<file path="config.mk">
export PLATFORM = sky130hd
export DESIGN_NAME = ctrl_hazard_pipe_flat
export DESIGN_NICKNAME = d
export VERILOG_FILES = /design/src/rtl/ctrl_hazard_pipe_pkg.sv /design/src/rtl/ctrl_hazard_pipe_if.sv /design/src/rtl/ctrl_hazard_pipe_fwd.sv /design/src/rtl/ctrl_hazard_pipe.sv /design/src/flat_wrapper.sv
export SDC_FILE = /design/constraint.sdc
export NUM_CORES = 1
export LEC_CHECK = 0
export CORE_MARGIN = 2
export CORE_UTILIZATION = 44
export CTS_CLUSTER_DIAMETER = 50
export DETAILED_ROUTE_END_ITERATION = 8
export PLACE_DENSITY = 0.84
export SYNTH_ARGS = -nofsm -noshare
export SYNTH_HDL_FRONTEND = slang
export SYNTH_SLANG_ARGS = --single-unit
</file>
<file path="constraint.sdc">
create_clock -name clk -period 2.9 [get_ports clk]
set_input_delay 0.58 -clock clk [delete_from_list [all_inputs] [get_ports clk]]
set_output_delay 0.58 -clock clk [all_outputs]
set_load 0.05 [all_outputs]
</file>
<file path="src/rtl/ctrl_hazard_pipe_pkg.sv">
// Shared encodings for the pipeline control/hazard block: field widths,
// forwarding selects, halt FSM states and the drain depth after BREAK.
package ctrl_hazard_pipe_pkg;
   localparam int REG_W   = 5;
   localparam int EXT_W   = 2;
   localparam int ALUOP_W = 5;

   localparam logic [1:0] FWD_RF    = 2'b00;
   localparam logic [1:0] FWD_EXMEM = 2'b10;
   localparam logic [1:0] FWD_MEMWB = 2'b01;

   typedef enum logic [1:0] {
      HALT_RUN    = 2'b00,
      HALT_DRAIN  = 2'b01,
      HALT_HALTED = 2'b10
   } halt_state_e;

   localparam logic [1:0] DRAIN_DEPTH = 2'd3;

   // A later stage supplies a value only if it writes a real (non-$0) register.
   function automatic logic reg_match(input logic             regw,
                                      input logic [REG_W-1:0] wreg,
                                      input logic [REG_W-1:0] src);
      return regw && (wreg != 5'd0) && (wreg == src);
   endfunction
endpackage

</file>
<file path="src/rtl/ctrl_hazard_pipe_if.sv">
// Control bundle between the decoder/front end and the hazard pipe:
// ID-stage decoder outputs in, stage controls and hazard selects out.
interface ctrl_hazard_pipe_if;
   import ctrl_hazard_pipe_pkg::*;

   logic               id_valid, id_jump, id_branch, id_nbranch, id_memr, id_mem2r;
   logic               id_memw, id_regw, id_alusrc, id_alushift, id_regdst, id_halt;
   logic [EXT_W-1:0]   id_extop;
   logic [ALUOP_W-1:0] id_aluctrl;
   logic [REG_W-1:0]   id_rs, id_rt, id_rd;
   logic               ex_zero;

   logic               pc_stall, ifid_stall, ifid_flush, branch_taken, jump_taken;
   logic               ex_branch, ex_nbranch, ex_memr, ex_mem2r, ex_memw, ex_regw;
   logic               ex_alusrc, ex_alushift;
   logic [EXT_W-1:0]   ex_extop;
   logic [ALUOP_W-1:0] ex_aluctrl;
   logic [REG_W-1:0]   ex_rs, ex_rt, ex_wreg;
   logic               mem_memr, mem_memw, mem_mem2r, mem_regw;
   logic [REG_W-1:0]   mem_wreg;
   logic               wb_regw, wb_mem2r;
   logic [REG_W-1:0]   wb_wreg;
   logic [1:0]         fwd_a, fwd_b;
   logic               halted;

   modport master (
      output id_valid, id_jump, id_branch, id_nbranch, id_memr, id_mem2r, id_memw,
             id_regw, id_alusrc, id_alushift, id_regdst, id_halt, id_extop,
             id_aluctrl, id_rs, id_rt, id_rd, ex_zero,
      input  pc_stall, ifid_stall, ifid_flush, branch_taken, jump_taken,
             ex_branch, ex_nbranch, ex_memr, ex_mem2r, ex_memw, ex_regw, ex_alusrc,
             ex_alushift, ex_extop, ex_aluctrl, ex_rs, ex_rt, ex_wreg,
             mem_memr, mem_memw, mem_mem2r, mem_regw, mem_wreg,
             wb_regw, wb_mem2r, wb_wreg, fwd_a, fwd_b, halted
   );

   modport slave (
      input  id_valid, id_jump, id_branch, id_nbranch, id_memr, id_mem2r, id_memw,
             id_regw, id_alusrc, id_alushift, id_regdst, id_halt, id_extop,
             id_aluctrl, id_rs, id_rt, id_rd, ex_zero,
      output pc_stall, ifid_stall, ifid_flush, branch_taken, jump_taken,
             ex_branch, ex_nbranch, ex_memr, ex_mem2r, ex_memw, ex_regw, ex_alusrc,
             ex_alushift, ex_extop, ex_aluctrl, ex_rs, ex_rt, ex_wreg,
             mem_memr, mem_memw, mem_mem2r, mem_regw, mem_wreg,
             wb_regw, wb_mem2r, wb_wreg, fwd_a, fwd_b, halted
   );
endinterface

</file>
<file path="src/rtl/ctrl_hazard_pipe_fwd.sv">
// Operand forwarding select for one EX source register; EX/MEM result
// takes precedence over MEM/WB because it is the younger write.
module fwd_unit
   import ctrl_hazard_pipe_pkg::*;
(
   input  logic [REG_W-1:0] i_src,
   input  logic             i_mem_regw,
   input  logic [REG_W-1:0] i_mem_wreg,
   input  logic             i_wb_regw,
   input  logic [REG_W-1:0] i_wb_wreg,
   output logic [1:0]       o_sel
);
   // Priority select between the two in-flight writers
   always_comb begin
      o_sel = FWD_RF;
      if (reg_match(i_mem_regw, i_mem_wreg, i_src)) begin
         o_sel = FWD_EXMEM;
      end else if (reg_match(i_wb_regw, i_wb_wreg, i_src)) begin
         o_sel = FWD_MEMWB;
      end else begin
         o_sel = FWD_RF;
      end
   end
endmodule

</file>
<file path="src/rtl/ctrl_hazard_pipe.sv">
// ID/EX, EX/MEM, MEM/WB control registers with load-use stall, branch/jump
// flush, operand forwarding and the BREAK drain-and-halt sequence.
module ctrl_hazard_pipe
   import ctrl_hazard_pipe_pkg::*;
(
   input logic               clk,
   input logic               rst,
   ctrl_hazard_pipe_if.slave bus
);
   logic        w_rt_used, w_load_use, w_branch_taken, w_jump_taken;
   logic        w_halt_busy, w_bubble, w_start_drain;
   halt_state_e r_state;
   logic [1:0]  r_cnt;

   assign w_rt_used      = !bus.id_alusrc | bus.id_memw | bus.id_branch | bus.id_nbranch;
   assign w_load_use     = bus.ex_memr & (bus.ex_wreg != 5'd0) & bus.id_valid &
                           ((bus.ex_wreg == bus.id_rs) | (w_rt_used & (bus.ex_wreg == bus.id_rt)));
   assign w_branch_taken = (bus.ex_branch & bus.ex_zero) | (bus.ex_nbranch & !bus.ex_zero);
   assign w_jump_taken   = bus.id_valid & bus.id_jump & !w_load_use & !w_branch_taken;
   assign w_halt_busy    = (r_state != HALT_RUN);
   assign w_bubble       = w_branch_taken | w_load_use | w_halt_busy | !bus.id_valid;
   assign w_start_drain  = !w_halt_busy & bus.id_valid & bus.id_halt & !w_branch_taken & !w_load_use;

   // A taken branch overrides the load-use stall: the stalled instruction is wrong-path.
   assign bus.pc_stall     = (w_load_use & !w_branch_taken) | w_halt_busy;
   assign bus.ifid_stall   = (w_load_use & !w_branch_taken) | w_halt_busy;
   assign bus.ifid_flush   = w_branch_taken | w_jump_taken;
   assign bus.branch_taken = w_branch_taken;
   assign bus.jump_taken   = w_jump_taken;

   // ID/EX control register; a bubble is all-zero control and register fields
   always_ff @(posedge clk) begin
      if (rst || w_bubble) begin
         bus.ex_branch   <= 1'b0;
         bus.ex_nbranch  <= 1'b0;
         bus.ex_memr     <= 1'b0;
         bus.ex_mem2r    <= 1'b0;
         bus.ex_memw     <= 1'b0;
         bus.ex_regw     <= 1'b0;
         bus.ex_alusrc   <= 1'b0;
         bus.ex_alushift <= 1'b0;
         bus.ex_extop    <= 2'd0;
         bus.ex_aluctrl  <= 5'd0;
         bus.ex_rs       <= 5'd0;
         bus.ex_rt       <= 5'd0;
         bus.ex_wreg     <= 5'd0;
      end else begin
         bus.ex_branch   <= bus.id_branch;
         bus.ex_nbranch  <= bus.id_nbranch;
         bus.ex_memr     <= bus.id_memr;
         bus.ex_mem2r    <= bus.id_mem2r;
         bus.ex_memw     <= bus.id_memw;
         bus.ex_regw     <= bus.id_regw & !w_jump_taken;
         bus.ex_alusrc   <= bus.id_alusrc;
         bus.ex_alushift <= bus.id_alushift;
         bus.ex_extop    <= bus.id_extop;
         bus.ex_aluctrl  <= bus.id_aluctrl;
         bus.ex_rs       <= bus.id_rs;
         bus.ex_rt       <= bus.id_rt;
         bus.ex_wreg     <= bus.id_regdst ? bus.id_rt : bus.id_rd;
      end
   end

   // EX/MEM and MEM/WB advance unconditionally
   always_ff @(posedge clk) begin
      if (rst) begin
         bus.mem_memr  <= 1'b0;
         bus.mem_memw  <= 1'b0;
         bus.mem_mem2r <= 1'b0;
         bus.mem_regw  <= 1'b0;
         bus.mem_wreg  <= 5'd0;
         bus.wb_regw   <= 1'b0;
         bus.wb_mem2r  <= 1'b0;
         bus.wb_wreg   <= 5'd0;
      end else begin
         bus.mem_memr  <= bus.ex_memr;
         bus.mem_memw  <= bus.ex_memw;
         bus.mem_mem2r <= bus.ex_mem2r;
         bus.mem_regw  <= bus.ex_regw;
         bus.mem_wreg  <= bus.ex_wreg;
         bus.wb_regw   <= bus.mem_regw;
         bus.wb_mem2r  <= bus.mem_mem2r;
         bus.wb_wreg   <= bus.mem_wreg;
      end
   end

   // Halt sequencer: drain the in-flight instructions, then hold until reset
   always_ff @(posedge clk) begin
      if (rst) begin
         r_state    <= HALT_RUN;
         r_cnt      <= 2'd0;
         bus.halted <= 1'b0;
      end else begin
         case (r_state)
            HALT_RUN: begin
               if (w_start_drain) begin
                  r_state <= HALT_DRAIN;
                  r_cnt   <= DRAIN_DEPTH;
               end else begin
                  r_state <= HALT_RUN;
               end
               bus.halted <= 1'b0;
            end
            HALT_DRAIN: begin
               if (r_cnt == 2'd1) begin
                  r_state    <= HALT_HALTED;
                  bus.halted <= 1'b1;
               end else begin
                  r_state    <= HALT_DRAIN;
                  bus.halted <= 1'b0;
               end
               r_cnt <= r_cnt - 2'd1;
            end
            HALT_HALTED: begin
               r_state    <= HALT_HALTED;
               bus.halted <= 1'b1;
            end
            default: begin
               r_state    <= HALT_RUN;
               r_cnt      <= 2'd0;
               bus.halted <= 1'b0;
            end
         endcase
      end
   end

   fwd_unit u_fwd_a (
      .i_src      (bus.ex_rs),
      .i_mem_regw (bus.mem_regw),
      .i_mem_wreg (bus.mem_wreg),
      .i_wb_regw  (bus.wb_regw),
      .i_wb_wreg  (bus.wb_wreg),
      .o_sel      (bus.fwd_a)
   );

   fwd_unit u_fwd_b (
      .i_src      (bus.ex_rt),
      .i_mem_regw (bus.mem_regw),
      .i_mem_wreg (bus.mem_wreg),
      .i_wb_regw  (bus.wb_regw),
      .i_wb_wreg  (bus.wb_wreg),
      .o_sel      (bus.fwd_b)
   );
endmodule
</file>
<file path="src/flat_wrapper.sv">
// flat-port wrapper written by rule: the top's interface ports become plain ports
module ctrl_hazard_pipe_flat import ctrl_hazard_pipe_pkg::*;
  (clk, rst, bus_id_valid, bus_id_jump, bus_id_branch, bus_id_nbranch, bus_id_memr, bus_id_mem2r, bus_id_memw, bus_id_regw, bus_id_alusrc, bus_id_alushift, bus_id_regdst, bus_id_halt, bus_id_extop, bus_id_aluctrl, bus_id_rs, bus_id_rt, bus_id_rd, bus_ex_zero, bus_pc_stall, bus_ifid_stall, bus_ifid_flush, bus_branch_taken, bus_jump_taken, bus_ex_branch, bus_ex_nbranch, bus_ex_memr, bus_ex_mem2r, bus_ex_memw, bus_ex_regw, bus_ex_alusrc, bus_ex_alushift, bus_ex_extop, bus_ex_aluctrl, bus_ex_rs, bus_ex_rt, bus_ex_wreg, bus_mem_memr, bus_mem_memw, bus_mem_mem2r, bus_mem_regw, bus_mem_wreg, bus_wb_regw, bus_wb_mem2r, bus_wb_wreg, bus_fwd_a, bus_fwd_b, bus_halted);
  ctrl_hazard_pipe_if bus_i ();
  input logic clk;
  input logic rst;
  input wire logic [$bits(bus_i.id_valid)-1:0] bus_id_valid;
  input wire logic [$bits(bus_i.id_jump)-1:0] bus_id_jump;
  input wire logic [$bits(bus_i.id_branch)-1:0] bus_id_branch;
  input wire logic [$bits(bus_i.id_nbranch)-1:0] bus_id_nbranch;
  input wire logic [$bits(bus_i.id_memr)-1:0] bus_id_memr;
  input wire logic [$bits(bus_i.id_mem2r)-1:0] bus_id_mem2r;
  input wire logic [$bits(bus_i.id_memw)-1:0] bus_id_memw;
  input wire logic [$bits(bus_i.id_regw)-1:0] bus_id_regw;
  input wire logic [$bits(bus_i.id_alusrc)-1:0] bus_id_alusrc;
  input wire logic [$bits(bus_i.id_alushift)-1:0] bus_id_alushift;
  input wire logic [$bits(bus_i.id_regdst)-1:0] bus_id_regdst;
  input wire logic [$bits(bus_i.id_halt)-1:0] bus_id_halt;
  input wire logic [$bits(bus_i.id_extop)-1:0] bus_id_extop;
  input wire logic [$bits(bus_i.id_aluctrl)-1:0] bus_id_aluctrl;
  input wire logic [$bits(bus_i.id_rs)-1:0] bus_id_rs;
  input wire logic [$bits(bus_i.id_rt)-1:0] bus_id_rt;
  input wire logic [$bits(bus_i.id_rd)-1:0] bus_id_rd;
  input wire logic [$bits(bus_i.ex_zero)-1:0] bus_ex_zero;
  output wire logic [$bits(bus_i.pc_stall)-1:0] bus_pc_stall;
  output wire logic [$bits(bus_i.ifid_stall)-1:0] bus_ifid_stall;
  output wire logic [$bits(bus_i.ifid_flush)-1:0] bus_ifid_flush;
  output wire logic [$bits(bus_i.branch_taken)-1:0] bus_branch_taken;
  output wire logic [$bits(bus_i.jump_taken)-1:0] bus_jump_taken;
  output wire logic [$bits(bus_i.ex_branch)-1:0] bus_ex_branch;
  output wire logic [$bits(bus_i.ex_nbranch)-1:0] bus_ex_nbranch;
  output wire logic [$bits(bus_i.ex_memr)-1:0] bus_ex_memr;
  output wire logic [$bits(bus_i.ex_mem2r)-1:0] bus_ex_mem2r;
  output wire logic [$bits(bus_i.ex_memw)-1:0] bus_ex_memw;
  output wire logic [$bits(bus_i.ex_regw)-1:0] bus_ex_regw;
  output wire logic [$bits(bus_i.ex_alusrc)-1:0] bus_ex_alusrc;
  output wire logic [$bits(bus_i.ex_alushift)-1:0] bus_ex_alushift;
  output wire logic [$bits(bus_i.ex_extop)-1:0] bus_ex_extop;
  output wire logic [$bits(bus_i.ex_aluctrl)-1:0] bus_ex_aluctrl;
  output wire logic [$bits(bus_i.ex_rs)-1:0] bus_ex_rs;
  output wire logic [$bits(bus_i.ex_rt)-1:0] bus_ex_rt;
  output wire logic [$bits(bus_i.ex_wreg)-1:0] bus_ex_wreg;
  output wire logic [$bits(bus_i.mem_memr)-1:0] bus_mem_memr;
  output wire logic [$bits(bus_i.mem_memw)-1:0] bus_mem_memw;
  output wire logic [$bits(bus_i.mem_mem2r)-1:0] bus_mem_mem2r;
  output wire logic [$bits(bus_i.mem_regw)-1:0] bus_mem_regw;
  output wire logic [$bits(bus_i.mem_wreg)-1:0] bus_mem_wreg;
  output wire logic [$bits(bus_i.wb_regw)-1:0] bus_wb_regw;
  output wire logic [$bits(bus_i.wb_mem2r)-1:0] bus_wb_mem2r;
  output wire logic [$bits(bus_i.wb_wreg)-1:0] bus_wb_wreg;
  output wire logic [$bits(bus_i.fwd_a)-1:0] bus_fwd_a;
  output wire logic [$bits(bus_i.fwd_b)-1:0] bus_fwd_b;
  output wire logic [$bits(bus_i.halted)-1:0] bus_halted;
  assign bus_i.id_valid = bus_id_valid;
  assign bus_i.id_jump = bus_id_jump;
  assign bus_i.id_branch = bus_id_branch;
  assign bus_i.id_nbranch = bus_id_nbranch;
  assign bus_i.id_memr = bus_id_memr;
  assign bus_i.id_mem2r = bus_id_mem2r;
  assign bus_i.id_memw = bus_id_memw;
  assign bus_i.id_regw = bus_id_regw;
  assign bus_i.id_alusrc = bus_id_alusrc;
  assign bus_i.id_alushift = bus_id_alushift;
  assign bus_i.id_regdst = bus_id_regdst;
  assign bus_i.id_halt = bus_id_halt;
  assign bus_i.id_extop = bus_id_extop;
  assign bus_i.id_aluctrl = bus_id_aluctrl;
  assign bus_i.id_rs = bus_id_rs;
  assign bus_i.id_rt = bus_id_rt;
  assign bus_i.id_rd = bus_id_rd;
  assign bus_i.ex_zero = bus_ex_zero;
  assign bus_pc_stall = bus_i.pc_stall;
  assign bus_ifid_stall = bus_i.ifid_stall;
  assign bus_ifid_flush = bus_i.ifid_flush;
  assign bus_branch_taken = bus_i.branch_taken;
  assign bus_jump_taken = bus_i.jump_taken;
  assign bus_ex_branch = bus_i.ex_branch;
  assign bus_ex_nbranch = bus_i.ex_nbranch;
  assign bus_ex_memr = bus_i.ex_memr;
  assign bus_ex_mem2r = bus_i.ex_mem2r;
  assign bus_ex_memw = bus_i.ex_memw;
  assign bus_ex_regw = bus_i.ex_regw;
  assign bus_ex_alusrc = bus_i.ex_alusrc;
  assign bus_ex_alushift = bus_i.ex_alushift;
  assign bus_ex_extop = bus_i.ex_extop;
  assign bus_ex_aluctrl = bus_i.ex_aluctrl;
  assign bus_ex_rs = bus_i.ex_rs;
  assign bus_ex_rt = bus_i.ex_rt;
  assign bus_ex_wreg = bus_i.ex_wreg;
  assign bus_mem_memr = bus_i.mem_memr;
  assign bus_mem_memw = bus_i.mem_memw;
  assign bus_mem_mem2r = bus_i.mem_mem2r;
  assign bus_mem_regw = bus_i.mem_regw;
  assign bus_mem_wreg = bus_i.mem_wreg;
  assign bus_wb_regw = bus_i.wb_regw;
  assign bus_wb_mem2r = bus_i.wb_mem2r;
  assign bus_wb_wreg = bus_i.wb_wreg;
  assign bus_fwd_a = bus_i.fwd_a;
  assign bus_fwd_b = bus_i.fwd_b;
  assign bus_halted = bus_i.halted;
  ctrl_hazard_pipe u_core (.clk(clk), .rst(rst), .bus(bus_i));
endmodule
</file>
# == Word level (Yosys, flattened, before mapping) ==
# Index checks and enable logic that the tools add are counted.
# totals
register_bits,51
input_bits,37
out_inout_bits,56
elab_cells,93
# classes
addsub,1
eq_ne,10
mux,12
n_bitwise,26
reduce_logical,20
# op_table
op,count
$eq A5 B5 Y1,6
$and A1 B1 Y1,15
$reduce_bool A5 Y1,3
$pmux W2 S3,2
$or A1 B1 Y1,10
$mux W2,4
$logic_not A1 Y1,7
$logic_and A1 B1 Y1,6
$mux W5,1
$eq A2 B1 Y1 const B,2
$mux W1,4
$eq A2 B2 Y1 const B,1
$logic_not A2 Y1,1
$ne A2 B1 Y1 const B,1
$pmux W1 S2,1
$reduce_and A2 Y1,1
$reduce_bool A2 Y1,1
$sub A2 B1 Y2 const B,1
$logic_or A1 B1 Y1,1
$not A1 Y1,1

# == Longest topological paths before layout ==
# depth
word_depth,12
mapped_depth,6
mapped_depth_nobuf,6

# == Cells and area by module ==
# From an unflattened synthesis, not the netlist that was laid out.
# hier_totals
cells_unflattened,202
hier_area_um2,2080.7
# modules_own_cells
module,n_inst,cells_each,area_each_um2,seq_area_each_um2
ctrl_hazard_pipe,1,162,1778.0,1021.0
fwd_unit,2,20,151.4,0.0

# == Least setup slack after synthesis ==
# No wires, ideal clock.
# synth_timing
path_type,flip-flop to output port
from,reg u_core.bus.mem_wreg[0] in the netlist's numbering
to,out bus_fwd_a[0]
arrival_time_ns,3.362
required_time_ns,2.320
path_slack_ns,-1.042
stages_incl_launch_ff,5
path_cell_list,dfxtp_1 -> or4_1 -> o21ai_0 -> nor4_1 -> nor4_1
# synth_between
elab_chain_len,4
elab_cells_between_ends,5
cone_classes,eq/ne (1); mux (1); reduce/logical (3)
# synth_rtl
element,line,rtl
from (decl),ctrl_hazard_pipe_if.sv:44,"mem_memr, mem_memw, mem_mem2r, mem_regw, mem_wreg,"
from (signal assigned),ctrl_hazard_pipe.sv:80,bus.mem_wreg <= bus.ex_wreg;
$reduce_bool A5 Y1,ctrl_hazard_pipe_pkg.sv:24,return regw && (wreg != 5'd0) && (wreg == src);
$logic_and A1 B1 Y1,ctrl_hazard_pipe_pkg.sv:24,
$logic_and A1 B1 Y1 (*),ctrl_hazard_pipe_pkg.sv:24,
$mux W2 (*),ctrl_hazard_pipe_fwd.sv:16,"if (reg_match(i_mem_regw, i_mem_wreg, i_src)) begin"
to (decl),flat_wrapper.sv:51,output wire logic [$bits(bus_i.fwd_a)-1:0] bus_fwd_a;
# Every way passes the cells marked *; elsewhere a longest branch is shown, timed or not.

# == Final worst setup path ==
# layout_timing
from,in bus_id_rt[4]
to,out bus_ifid_stall
# layout_between
elab_chain_len,6
# layout_rtl
element,line,rtl
from (decl),flat_wrapper.sv:22,input wire logic [$bits(bus_i.id_rt)-1:0] bus_id_rt;
$eq A5 B5 Y1,ctrl_hazard_pipe.sv:17,((bus.ex_wreg == bus.id_rs) | (w_rt_used & (bus.ex_wreg == bus.id_rt)));
$and A1 B1 Y1,ctrl_hazard_pipe.sv:17,
$or A1 B1 Y1,ctrl_hazard_pipe.sv:17,
$and A1 B1 Y1,ctrl_hazard_pipe.sv:16,assign w_load_use = bus.ex_memr & (bus.ex_wreg != 5'd0) & bus.id_valid &
$and A1 B1 Y1,ctrl_hazard_pipe.sv:26,assign bus.ifid_stall = (w_load_use & !w_branch_taken) | w_halt_busy;
$or A1 B1 Y1,ctrl_hazard_pipe.sv:26,
to (decl),flat_wrapper.sv:26,output wire logic [$bits(bus_i.ifid_stall)-1:0] bus_ifid_stall;
# Every way passes these cells.

==> qor.csv <==
metric;value;unit
outcome;finished, final reports clean;
synth_compound_area_frac;0.0575;
fin_util;0.734;
yosysSeqAreaShare;0.499;
cts_resized;0;
num-nets-final;338;
antenna_found_initial;0;
regToRegStartpoint;u_core.bus.ex_wreg[1]$_SDFF_PP0_;
path_max_fanout;6;
power_density;489;mW/mm^2
syn2layout_area_growth;58.4;%
overflow;0;
std_cell_rows;24;
cts_setup_buffers;0;
fin_skew;0.00872;ns
grt_pass1_vias;1634;
final_cell_mix;83 x clkdlybuf4s50_1, 51 x dfxtp_1, 25 x and2_1;
synth_top_flop_cell;dfxtp_1;
dp_hpwl;3830;um
power;1.58;mW
period_needed;2.80;ns
cts_made_buffers;5;
root_buffer;clkbuf_8;
first_pass_iters;5;
wire_per_inst;13.7;um
grt_pass1_wl;7730;um
grt_max_degree;21;
period_share;0.965;
met3_wirelength;312;um
rsz0062_at_grt;no;
setup_viol;0;
core_area;0.00441;mm^2
yosys.area.top_type;dfxtp_1;
fmax;357;MHz
maxSlewViolCount;0;
routed.top_layer;met4;
hold_slack;0.467;ns
port_buffers;92;
drt_iter0_drc;36;
drc;0;
synth-adder-area-share;0.0306;
hold_buffers;0;
start_kind;input pin;
crit_type;in2out;
num-fill-cells;339;
crit_start;bus_id_rt[4];
ctsHtreeMaxLevel;2;
r2r_end;u_core.bus.ex_wreg[1]$_SDFF_PP0_;
synthCells;199;
met1_length;2030;um
final_common_cell;clkdlybuf4s50_1;
yosys_warnings;0;
synth_area_per_cell;10.3;um^2
arrival;2.22;ns
antenna_cells;0;
ys_top_cells_by_area;dfxtp_1 50%, and2_1 8.0%, xnor2_1 6.9%, nor2b_1 6.4%, xor2_1 6.0%;
insertion_delay;0.30;ns
r2r_setup_slack;0.88;ns
clock_sinks;51;
hold_viol_final;0;
clockBufferDepth;2;
yosys.area.top_type_share;0.499;
async_flop_share;0;
die_width;72.2;um
fin_setup_tns;0;ns
endpoint;bus_ifid_stall;
cts_tree;built;
ir_drop;0.000294;V
worst_setup_path_end_kind;output pin;
start_util;0.463;
holdCritPathClass;reg2reg;
io-pin-count;93;
synth_edf_count;0;
ys_types;30;
cp.required;2.32;ns
die_area;0.00521;mm^2
vias;1666;
drv_cap;0;
syn-cell-area;0.00204;mm^2
r2r.worst_path.cells;6;
relSlewSlack;0.652;
ant_nets;0;
worstMarginPinSlew;0.520;ns
clk_pin_slew;0.10;ns
synth-simple-area-share;0.223;
synth-xor-area-share;0.129;
synth_top_family_by_area;simple AND/OR/NAND/NOR gates;
synth_mux_area_frac;0.0294;
die_h;72.2;um
ys_ff_latch;51;
drive_above_1_share;0.101;
syn_nets;241;
vias_per_cell;4.77;
grt_usage;0.189;
place_congestion;0.845;
routed_wl;4770;um
p_leak;1.35;nW
route.met2.wl;2360;um
[how the worst min path moves through the flow]
stage                     cells after the start                        endpoint                       startpoint
after floorplan                               2    u_core.r_cnt[1]$_SDFFE_PP0P_     u_core.r_cnt[1]$_SDFFE_PP0P_
after global placement                        1  u_core.bus.mem_memw$_SDFF_PP0_    u_core.bus.ex_memw$_SDFF_PP0_
after detailed placement                      1  u_core.bus.wb_mem2r$_SDFF_PP0_  u_core.bus.mem_mem2r$_SDFF_PP0_
after CTS                                     1  u_core.bus.wb_mem2r$_SDFF_PP0_  u_core.bus.mem_mem2r$_SDFF_PP0_
after global routing                          1  u_core.bus.wb_mem2r$_SDFF_PP0_  u_core.bus.mem_mem2r$_SDFF_PP0_
final                                         1  u_core.bus.wb_mem2r$_SDFF_PP0_  u_core.bus.mem_mem2r$_SDFF_PP0_
[state kept, by name, indices dropped and copies added, names as in the netlist, 2 cells and up]
name and cells:
u_core.bus.ex_rt 5, u_core.r_state 2, u_core.bus.ex_rs 5, u_core.bus.ex_extop 2, u_core.r_cnt 2, u_core.bus.ex_aluctrl 5
u_core.bus.ex_wreg 5, u_core.bus.mem_wreg 5, u_core.bus.wb_wreg 5
[cell type report]
class / instances / area, um^2 / area share
timing repair buffer: 97 / 1010 / 0.312
sequential: 51 / 1020 / 0.315
clock buffer: 5 / 68.8 / 0.0213
clock inverter: 3 / 26.3 / 0.00811
multi-input combinational: 133 / 1020 / 0.314
tap: 52 / 65.1 / 0.0201
inverter: 8 / 30.0 / 0.00927
[logic make-up after synthesis]
kind of cell / count (synthesis)
compound gates: 16
simple gates: 76
xor+xnor: 30
buf+inv: 15
flops: 51
mux: 6
fa+ha+maj: 5
[cells in the mapped netlist (all sizes together) (6+ instances only)]
library cell  instances
o21ai                 9
dfxtp                51
inv                   8
and2                 26
xor2                 14
nand2                 6
xnor2                16
nor2b                21
mux2i                 6
[report_power, final]
group          internal, mW  switching (mW)
clock network         0.178           0.240
registers             0.736          0.0305
logic                 0.179           0.221
[stage by stage]
stage / worst slack, ns / std cells / cell area, um^2
after global placement: 0.0763 / 341 / 3130
after global routing: 0.0139 / 349 / 3240
after CTS: 0.0284 / 349 / 3220
final: 0.102 / 349 / 3240
after floorplan: -0.112 / 199 / 2090
after detailed placement: 0.0546 / 341 / 3130
[metal layers]
layer  track usage  up-vias
met1         0.232      754
met3        0.0486        4
met4        0.0566        0
met5             0        -
li1              -      846
met2         0.326       62
[critical path: stages]
cell and delay, ns:
clkdlybuf4s50_1 0.53, xnor2_1 0.16, o41ai_2 0.11, o22ai_1 0.24
and2_4 0.22, a21o_1 0.22, buf_12 0.16
Power figures use the tool's default switching activity.
